## src/rtl/code_sequencer_pkg.sv

```systemverilog
// rtl/code_sequencer_pkg.sv - shared widths, code constants and FSM state type for the sequencer
package seq_pkg;
  localparam int STEPS  = 16;
  localparam int ADDR_W = 4;
  localparam int CODE_W = 4;
  localparam int PER_W  = 24;

  localparam logic [CODE_W-1:0] CODE_SILENT = 4'd0;
  localparam logic [CODE_W-1:0] CODE_MAX    = 4'd8;

  typedef enum logic {IDLE, PLAY} seq_state_t;

  // A programmed period of 0 behaves as one cycle per step.
  function automatic logic [PER_W-1:0] norm_period(input logic [PER_W-1:0] p);
    return (p == '0) ? PER_W'(1) : p;
  endfunction
endpackage

```

## src/rtl/code_sequencer_if.sv

```systemverilog
// rtl/code_sequencer_if.sv - pattern write port, playback control and code output bundle
interface code_sequencer_if;
  import seq_pkg::*;

  logic              wr_en;
  logic [ADDR_W-1:0] wr_addr;
  logic [CODE_W-1:0] wr_code;
  logic              start;
  logic              stop;
  logic              loop;
  logic [ADDR_W-1:0] len;
  logic [PER_W-1:0]  period;
  logic [CODE_W-1:0] out_code;
  logic [ADDR_W-1:0] step;
  logic              busy;
  logic              done;

  modport master (
    output wr_en, wr_addr, wr_code, start, stop, loop, len, period,
    input  out_code, step, busy, done
  );

  modport slave (
    input  wr_en, wr_addr, wr_code, start, stop, loop, len, period,
    output out_code, step, busy, done
  );
endinterface

```

## src/rtl/code_sequencer_step_timer.sv

```systemverilog
// rtl/code_sequencer_step_timer.sv - step period counter with load, clear and terminal flag
module step_timer
  import seq_pkg::*;
(
  input  logic             clk,
  input  logic             rst,
  input  logic             i_load,
  input  logic             i_clear,
  input  logic             i_en,
  input  logic [PER_W-1:0] i_period,
  output logic             o_terminal
);
  logic [PER_W-1:0] r_tick;
  logic [PER_W-1:0] r_period_l;
  logic             w_terminal;

  assign w_terminal = (r_tick == r_period_l - PER_W'(1));
  assign o_terminal = w_terminal;

  // Clear dominates load so a simultaneous stop/start leaves the counter idle at 0.
  always_ff @(posedge clk or posedge rst) begin
    if (rst) begin
      r_tick     <= '0;
      r_period_l <= '0;
    end else if (i_clear) begin
      r_tick <= '0;
    end else if (i_load) begin
      r_tick     <= '0;
      r_period_l <= norm_period(i_period);
    end else if (i_en) begin
      r_tick <= w_terminal ? '0 : r_tick + PER_W'(1);
    end
  end
endmodule

```

## src/rtl/code_sequencer.sv

```systemverilog
// rtl/code_sequencer.sv - plays a programmable pattern of 4-bit codes at a programmable step period
module code_sequencer
  import seq_pkg::*;
(
  input logic                clk,
  input logic                rst,
  code_sequencer_if.slave    bus
);
  logic [CODE_W-1:0] r_pattern [STEPS];
  seq_state_t        r_state;
  logic [CODE_W-1:0] r_code;
  logic [ADDR_W-1:0] r_step;
  logic              r_busy;
  logic              r_done;
  logic [ADDR_W-1:0] r_len_l;
  logic              r_loop_l;

  logic              w_load;
  logic              w_terminal;
  logic [ADDR_W-1:0] w_next_step;

  assign w_load      = bus.start & ~bus.stop;
  assign w_next_step = r_step + ADDR_W'(1);

  step_timer u_timer (
    .clk        (clk),
    .rst        (rst),
    .i_load     (w_load),
    .i_clear    (bus.stop),
    .i_en       (r_state == PLAY),
    .i_period   (bus.period),
    .o_terminal (w_terminal)
  );

  always_ff @(posedge clk or posedge rst) begin
    if (rst) begin
      for (int i = 0; i < STEPS; i++) r_pattern[i] <= CODE_SILENT;
    end else if (bus.wr_en) begin
      r_pattern[bus.wr_addr] <= bus.wr_code;
    end
  end

  // Codes are captured only on step entry, so pattern writes never disturb the step in progress.
  always_ff @(posedge clk or posedge rst) begin
    if (rst) begin
      r_state  <= IDLE;
      r_code   <= CODE_SILENT;
      r_step   <= '0;
      r_busy   <= 1'b0;
      r_done   <= 1'b0;
      r_len_l  <= '0;
      r_loop_l <= 1'b0;
    end else begin
      r_done <= 1'b0;
      if (bus.stop) begin
        r_state <= IDLE;
        r_busy  <= 1'b0;
        r_code  <= CODE_SILENT;
        r_step  <= '0;
      end else if (bus.start) begin
        r_state  <= PLAY;
        r_busy   <= 1'b1;
        r_len_l  <= bus.len;
        r_loop_l <= bus.loop;
        r_step   <= '0;
        r_code   <= r_pattern[0];
      end else begin
        case (r_state)
          IDLE: ;
          PLAY: begin
            if (w_terminal) begin
              if (r_step != r_len_l) begin
                r_step <= w_next_step;
                r_code <= r_pattern[w_next_step];
              end else if (r_loop_l) begin
                r_step <= '0;
                r_code <= r_pattern[0];
              end else begin
                r_state <= IDLE;
                r_busy  <= 1'b0;
                r_code  <= CODE_SILENT;
                r_step  <= '0;
                r_done  <= 1'b1;
              end
            end
          end
          default: r_state <= IDLE;
        endcase
      end
    end
  end

  assign bus.out_code = r_code;
  assign bus.step     = r_step;
  assign bus.busy     = r_busy;
  assign bus.done     = r_done;
endmodule
```

## src/flat_wrapper.sv

```systemverilog
// flat-port wrapper written by rule: the top's interface ports become plain ports
module code_sequencer_flat import seq_pkg::*;
  (clk, rst, bus_wr_en, bus_wr_addr, bus_wr_code, bus_start, bus_stop, bus_loop, bus_len, bus_period, bus_out_code, bus_step, bus_busy, bus_done);
  code_sequencer_if bus_i ();
  input logic clk;
  input logic rst;
  input wire logic [$bits(bus_i.wr_en)-1:0] bus_wr_en;
  input wire logic [$bits(bus_i.wr_addr)-1:0] bus_wr_addr;
  input wire logic [$bits(bus_i.wr_code)-1:0] bus_wr_code;
  input wire logic [$bits(bus_i.start)-1:0] bus_start;
  input wire logic [$bits(bus_i.stop)-1:0] bus_stop;
  input wire logic [$bits(bus_i.loop)-1:0] bus_loop;
  input wire logic [$bits(bus_i.len)-1:0] bus_len;
  input wire logic [$bits(bus_i.period)-1:0] bus_period;
  output wire logic [$bits(bus_i.out_code)-1:0] bus_out_code;
  output wire logic [$bits(bus_i.step)-1:0] bus_step;
  output wire logic [$bits(bus_i.busy)-1:0] bus_busy;
  output wire logic [$bits(bus_i.done)-1:0] bus_done;
  assign bus_i.wr_en = bus_wr_en;
  assign bus_i.wr_addr = bus_wr_addr;
  assign bus_i.wr_code = bus_wr_code;
  assign bus_i.start = bus_start;
  assign bus_i.stop = bus_stop;
  assign bus_i.loop = bus_loop;
  assign bus_i.len = bus_len;
  assign bus_i.period = bus_period;
  assign bus_out_code = bus_i.out_code;
  assign bus_step = bus_i.step;
  assign bus_busy = bus_i.busy;
  assign bus_done = bus_i.done;
  code_sequencer u_core (.clk(clk), .rst(rst), .bus(bus_i));
endmodule
```

## config.mk

```make
export PLATFORM = sky130hd
export DESIGN_NAME = code_sequencer_flat
export DESIGN_NICKNAME = d
export VERILOG_FILES = /design/src/rtl/code_sequencer_pkg.sv /design/src/rtl/code_sequencer_if.sv /design/src/rtl/code_sequencer_step_timer.sv /design/src/rtl/code_sequencer.sv /design/src/flat_wrapper.sv
export SDC_FILE = /design/constraint.sdc
export NUM_CORES = 1
export LEC_CHECK = 0
export BUFFER_PORTS_ARGS = -buffer_cell sky130_fd_sc_hd__buf_4
export CAP_MARGIN = 25
export CORE_ASPECT_RATIO = 0.7
export CORE_UTILIZATION = 60
export DETAILED_ROUTE_END_ITERATION = 10
export GPL_ROUTABILITY_DRIVEN = 0
export PLACE_DENSITY_LB_ADDON = 0.2
export SLEW_MARGIN = 25
export SYNTH_ARGS = -nofsm -noshare
export SYNTH_HDL_FRONTEND = slang
export SYNTH_SLANG_ARGS = --single-unit
```

## constraint.sdc

```tcl
create_clock -name clk -period 5.15 [get_ports clk]
set_input_delay 0.2575 -clock clk [delete_from_list [all_inputs] [get_ports clk]]
set_output_delay 0.2575 -clock clk [all_outputs]
set_load 0.005 [all_outputs]
```

==> impl_metrics.py <==
metrics = {
    "setup_path": {
        "rrSetupSlack_ps": 1180,
        "crit_arrival_ps": 4260,
        "startpoint_type": "flop",
        "crit_slowest_cell": "or4_1",
        "end_kind": "flop",
        "crit_chain": "or4_1, nor3_1, nand4b_1, xnor2_1, or4b_1, or4_1, nand2_2, mux2_2",
        "r2r-start": "u_core.u_timer.r_period_l[10]",
        "crit_fanout": 26,
        "cpMostUsedCell": "or4_1",
        "cpPeakStageDelay_ps": 670,
        "regToRegEndpoint": "u_core.bus.out_code[2]",
        "worstRegToRegCells": 8,
        "criticalPathCategory": "reg2reg",
        "cpLargestDelayFamily": "simple AND/OR/NAND/NOR gates",
        "crit_buf_inv": 0,
        "cp.required_ps": 5440,
    },
    "cells_and_area": {
        "n_fill_cell": 700,
        "multiInputGateArea_um2": 3410,
        "drive_gt1_share_pct": 31.9,
        "area_growth_pct": 17.3,
        "nNetsFinal": 685,
        "register_area_um2": 3200,
        "antenna_cells": 0,
    },
    "routing": {
        "drt-pass1-iter-count": 6,
        "drt-met1-wl_um": 7580,
        "viasPerCell": 6.24,
        "drt_iter0_drc": 458,
        "met3_wirelength_um": 1330,
        "wl_met2_um": 6930,
        "wire_per_inst_um": 20.1,
        "drtAntennaViolNets": 0,
        "top_layer_used": "met4",
        "drc": 0,
        "via_count": 4991,
        "wirelength_um": 16000,
    },
    "sta": {
        "drv_slew": 0,
        "hold_violations": 0,
        "fmax_mhz": 252,
        "fin_tns_setup_ps": 0,
        "clock_skew_ps": 9.06,
        "min_period_over_period_pct": 77.1,
        "rsz0062_at_grt": "false",
        "min_period_ps": 3970,
        "relSlewSlack_pct": 36.4,
        "worstMarginPinSlew_ps": 945,
        "setup_viol": 0,
    },
    "clocking": {
        "cts_resized": 0,
        "cts_root_buffer": "clkbuf_16",
        "cts_hold_buffers": 0,
        "clock_latency_ps": 410,
        "cts_tree": "built",
        "path_clk_slew_ps": 60,
        "cts_setup_buffers": 0,
        "cts.path.max_buffers": 2,
        "numCtsBuffers": 17,
        "h-tree-depth": 4,
        "numClockSinks": 128,
    },
    "logic_synthesis": {
        "syn-num-nets": 637,
        "yosysUniqueCellTypes": 56,
        "synth_warnings": 0,
        "avgSynthCellArea_um2": 11.4,
        "synthesis.area_um2": 6750,
        "synth-edff-count": 0,
        "synthCells": 592,
        "seq_area_frac_synth_pct": 47.5,
        "ys_seq_elements": 128,
        "synthFlopType": "dfrtp_1",
        "async_flop_share_pct": 100,
    },
    "placement": {
        "dp_hpwl_um": 11400,
        "io_buffers": 51,
    },
    "worst_hold_path": {
        "hold_path.class": "in2async",
    },
    "die": {
        "die_w_um": 129,
        "die_h_um": 90.7,
        "rows": 31,
        "ios": 52,
        "dieArea_um2": 11700,
        "initial_utilization_pct": 63.5,
        "core_um2": 10600,
    },
    "grt": {
        "first_global_vias": 4919,
        "grt_antenna_before_repair": 0,
        "grt.overflow.total": 0,
        "grt_max_degree": 67,
        "grt_usage_pct": 30.2,
        "grt_first_pass_wirelength_um": 26400,
    },
    "power": {
        "p_sw_share_pct": 25.0,
        "p_int_mw": 2.27,
        "combPwrFrac_pct": 14.7,
        "finalPower_mw": 3.03,
        "power_switching_uw": 758,
        "powerDensity_nw_per_um2": 383,
        "seq_power_share_pct": 42.4,
        "p_leak_nw": 3.27,
        "max-vdd-ir-drop_mv": 0.309,
        "clkPwrFrac_pct": 42.9,
    },
    "run": {
        "cap_violations": 0,
    },
    "outcome": {
        "status": "complete, no violations",
    },
}
==> placed cells by master, fill, tap and decap left out, types with 5 or more instances in the layout <==
| master | n |
|---|---|
| dfrtp_1 | 128 |
| mux2_2 | 92 |
| buf_4 | 58 |
| nor2_1 | 56 |
| xnor2_1 | 37 |
| nand2_1 | 28 |
| xor2_1 | 25 |
| nand3_1 | 17 |
| clkbuf_16 | 17 |
| nor4_1 | 16 |
| mux4_2 | 16 |
| nor3_1 | 15 |
| a21oi_1 | 14 |
| inv_1 | 10 |
| or3_1 | 9 |
| o21ai_0 | 9 |
| nand2b_1 | 8 |
| nor2b_1 | 8 |
| a211oi_1 | 5 |
| nand3b_1 | 5 |
| nand4_1 | 5 |
| bufinv_16 | 5 |
==> routing by layer <==
layer	vias to the layer above	global-route usage (%)
met4	0	8.73
met2	221	41.5
met3	22	6.46
met5	-	0
li1	2234	-
met1	2514	47.6
==> registers in the layout, indices dropped and copies added, names as in the netlist <==
register,cells
u_core.r_pattern,64
u_core.u_timer.r_period_l,24
u_core.u_timer.r_tick,24
u_core.bus.out_code,4
u_core.bus.step,4
u_core.r_len_l,4
u_core.bus.busy,1
u_core.bus.done,1
u_core.r_loop_l,1
u_core.r_state,1
==> synthesized netlist by cell type (3+ instances only) <==
master,count,share of area [%]
a211oi_1,5,0.56
a21oi_1,14,1.0
a22oi_1,4,0.44
buf_1,4,0.22
buf_2,3,0.22
clkbuf_1,22,1.2
dfrtp_1,128,47
ha_1,3,0.56
inv_1,11,0.61
mux2_2,92,15
mux2i_1,4,0.59
mux4_2,16,5.3
nand2_1,28,1.6
nand2b_1,8,0.74
nand3_1,17,1.3
nand3b_1,5,0.56
nand4_1,5,0.46
nand4b_1,3,0.39
nor2_1,56,3.1
nor2b_1,9,0.83
nor3_1,15,1.1
nor3b_1,4,0.44
nor4_1,17,1.6
nor4b_1,3,0.39
o21ai_0,9,0.67
or2_2,3,0.28
or3_1,9,0.83
or4_1,3,0.33
xnor2_1,37,4.8
xor2_1,25,3.2
==> metrics by stage <==
step	cell area (um^2)	setup slack [ps]	hold slack, ps	std cells	utilization (%)
finish	7920	1180	4.89	800	74.5
global route	7920	1030	65.5	800	74.5
CTS	7900	1170	23.6	800	74.4
detailed placement	7260	1210	462	769	68.3
global placement	7260	1440	447	769	68.3
floorplan	6750	1480	374	592	-
==> kinds of logic after synthesis <==
family	after synthesis	share of synthesized area, %
muxes	112	21.3
adders and majority gates	3	0.556
buffers and inverters	40	2.28
xor gates and xnor gates	62	8.05
AOI/OAI and AO/OA	49	4.84
and+or+nand+nor	198	15.5
DFF	128	47.5
==> power groups by stage <==
stage	sequential, mW	clock [mW]	combinational, mW
finish	1.28	1.30	0.445
global route	1.30	1.36	0.485
CTS	1.28	1.31	0.444
detailed placement	1.29	0	0.442
global placement	1.28	0	0.424
floorplan	1.25	0	0.336
==> area by class of cell <==
| class | count | area share, % |
|---|---|---|
| Clock buffer | 17 | 5.37 |
| Clock inverter | 14 | 2.72 |
| Tap cell | 148 | 2.34 |
| Timing Repair Buffer | 58 | 5.50 |
| Multi-Input combinational cell | 424 | 43.0 |
| Sequential cell | 128 | 40.5 |
| Inverter | 11 | 0.553 |
==> worst max-delay path by stage <==
stage / from / to / slack, ps / cells past startpoint
2_1_floorplan: rst / u_core.bus.busy / 1480 / 1
5_1_grt: u_core.u_timer.r_period_l[0] / u_core.bus.out_code[2] / 1030 / 9
3_3_place_gp: u_core.u_timer.r_period_l[0] / u_core.bus.out_code[2] / 1440 / 9
3_5_place_dp: u_core.u_timer.r_period_l[10] / u_core.bus.out_code[0] / 1210 / 8
4_1_cts: u_core.u_timer.r_period_l[10] / u_core.bus.out_code[2] / 1170 / 8
6_report: u_core.u_timer.r_period_l[10] / u_core.bus.out_code[2] / 1180 / 8
No activity file was read; power rests on OpenSTA's default activity.
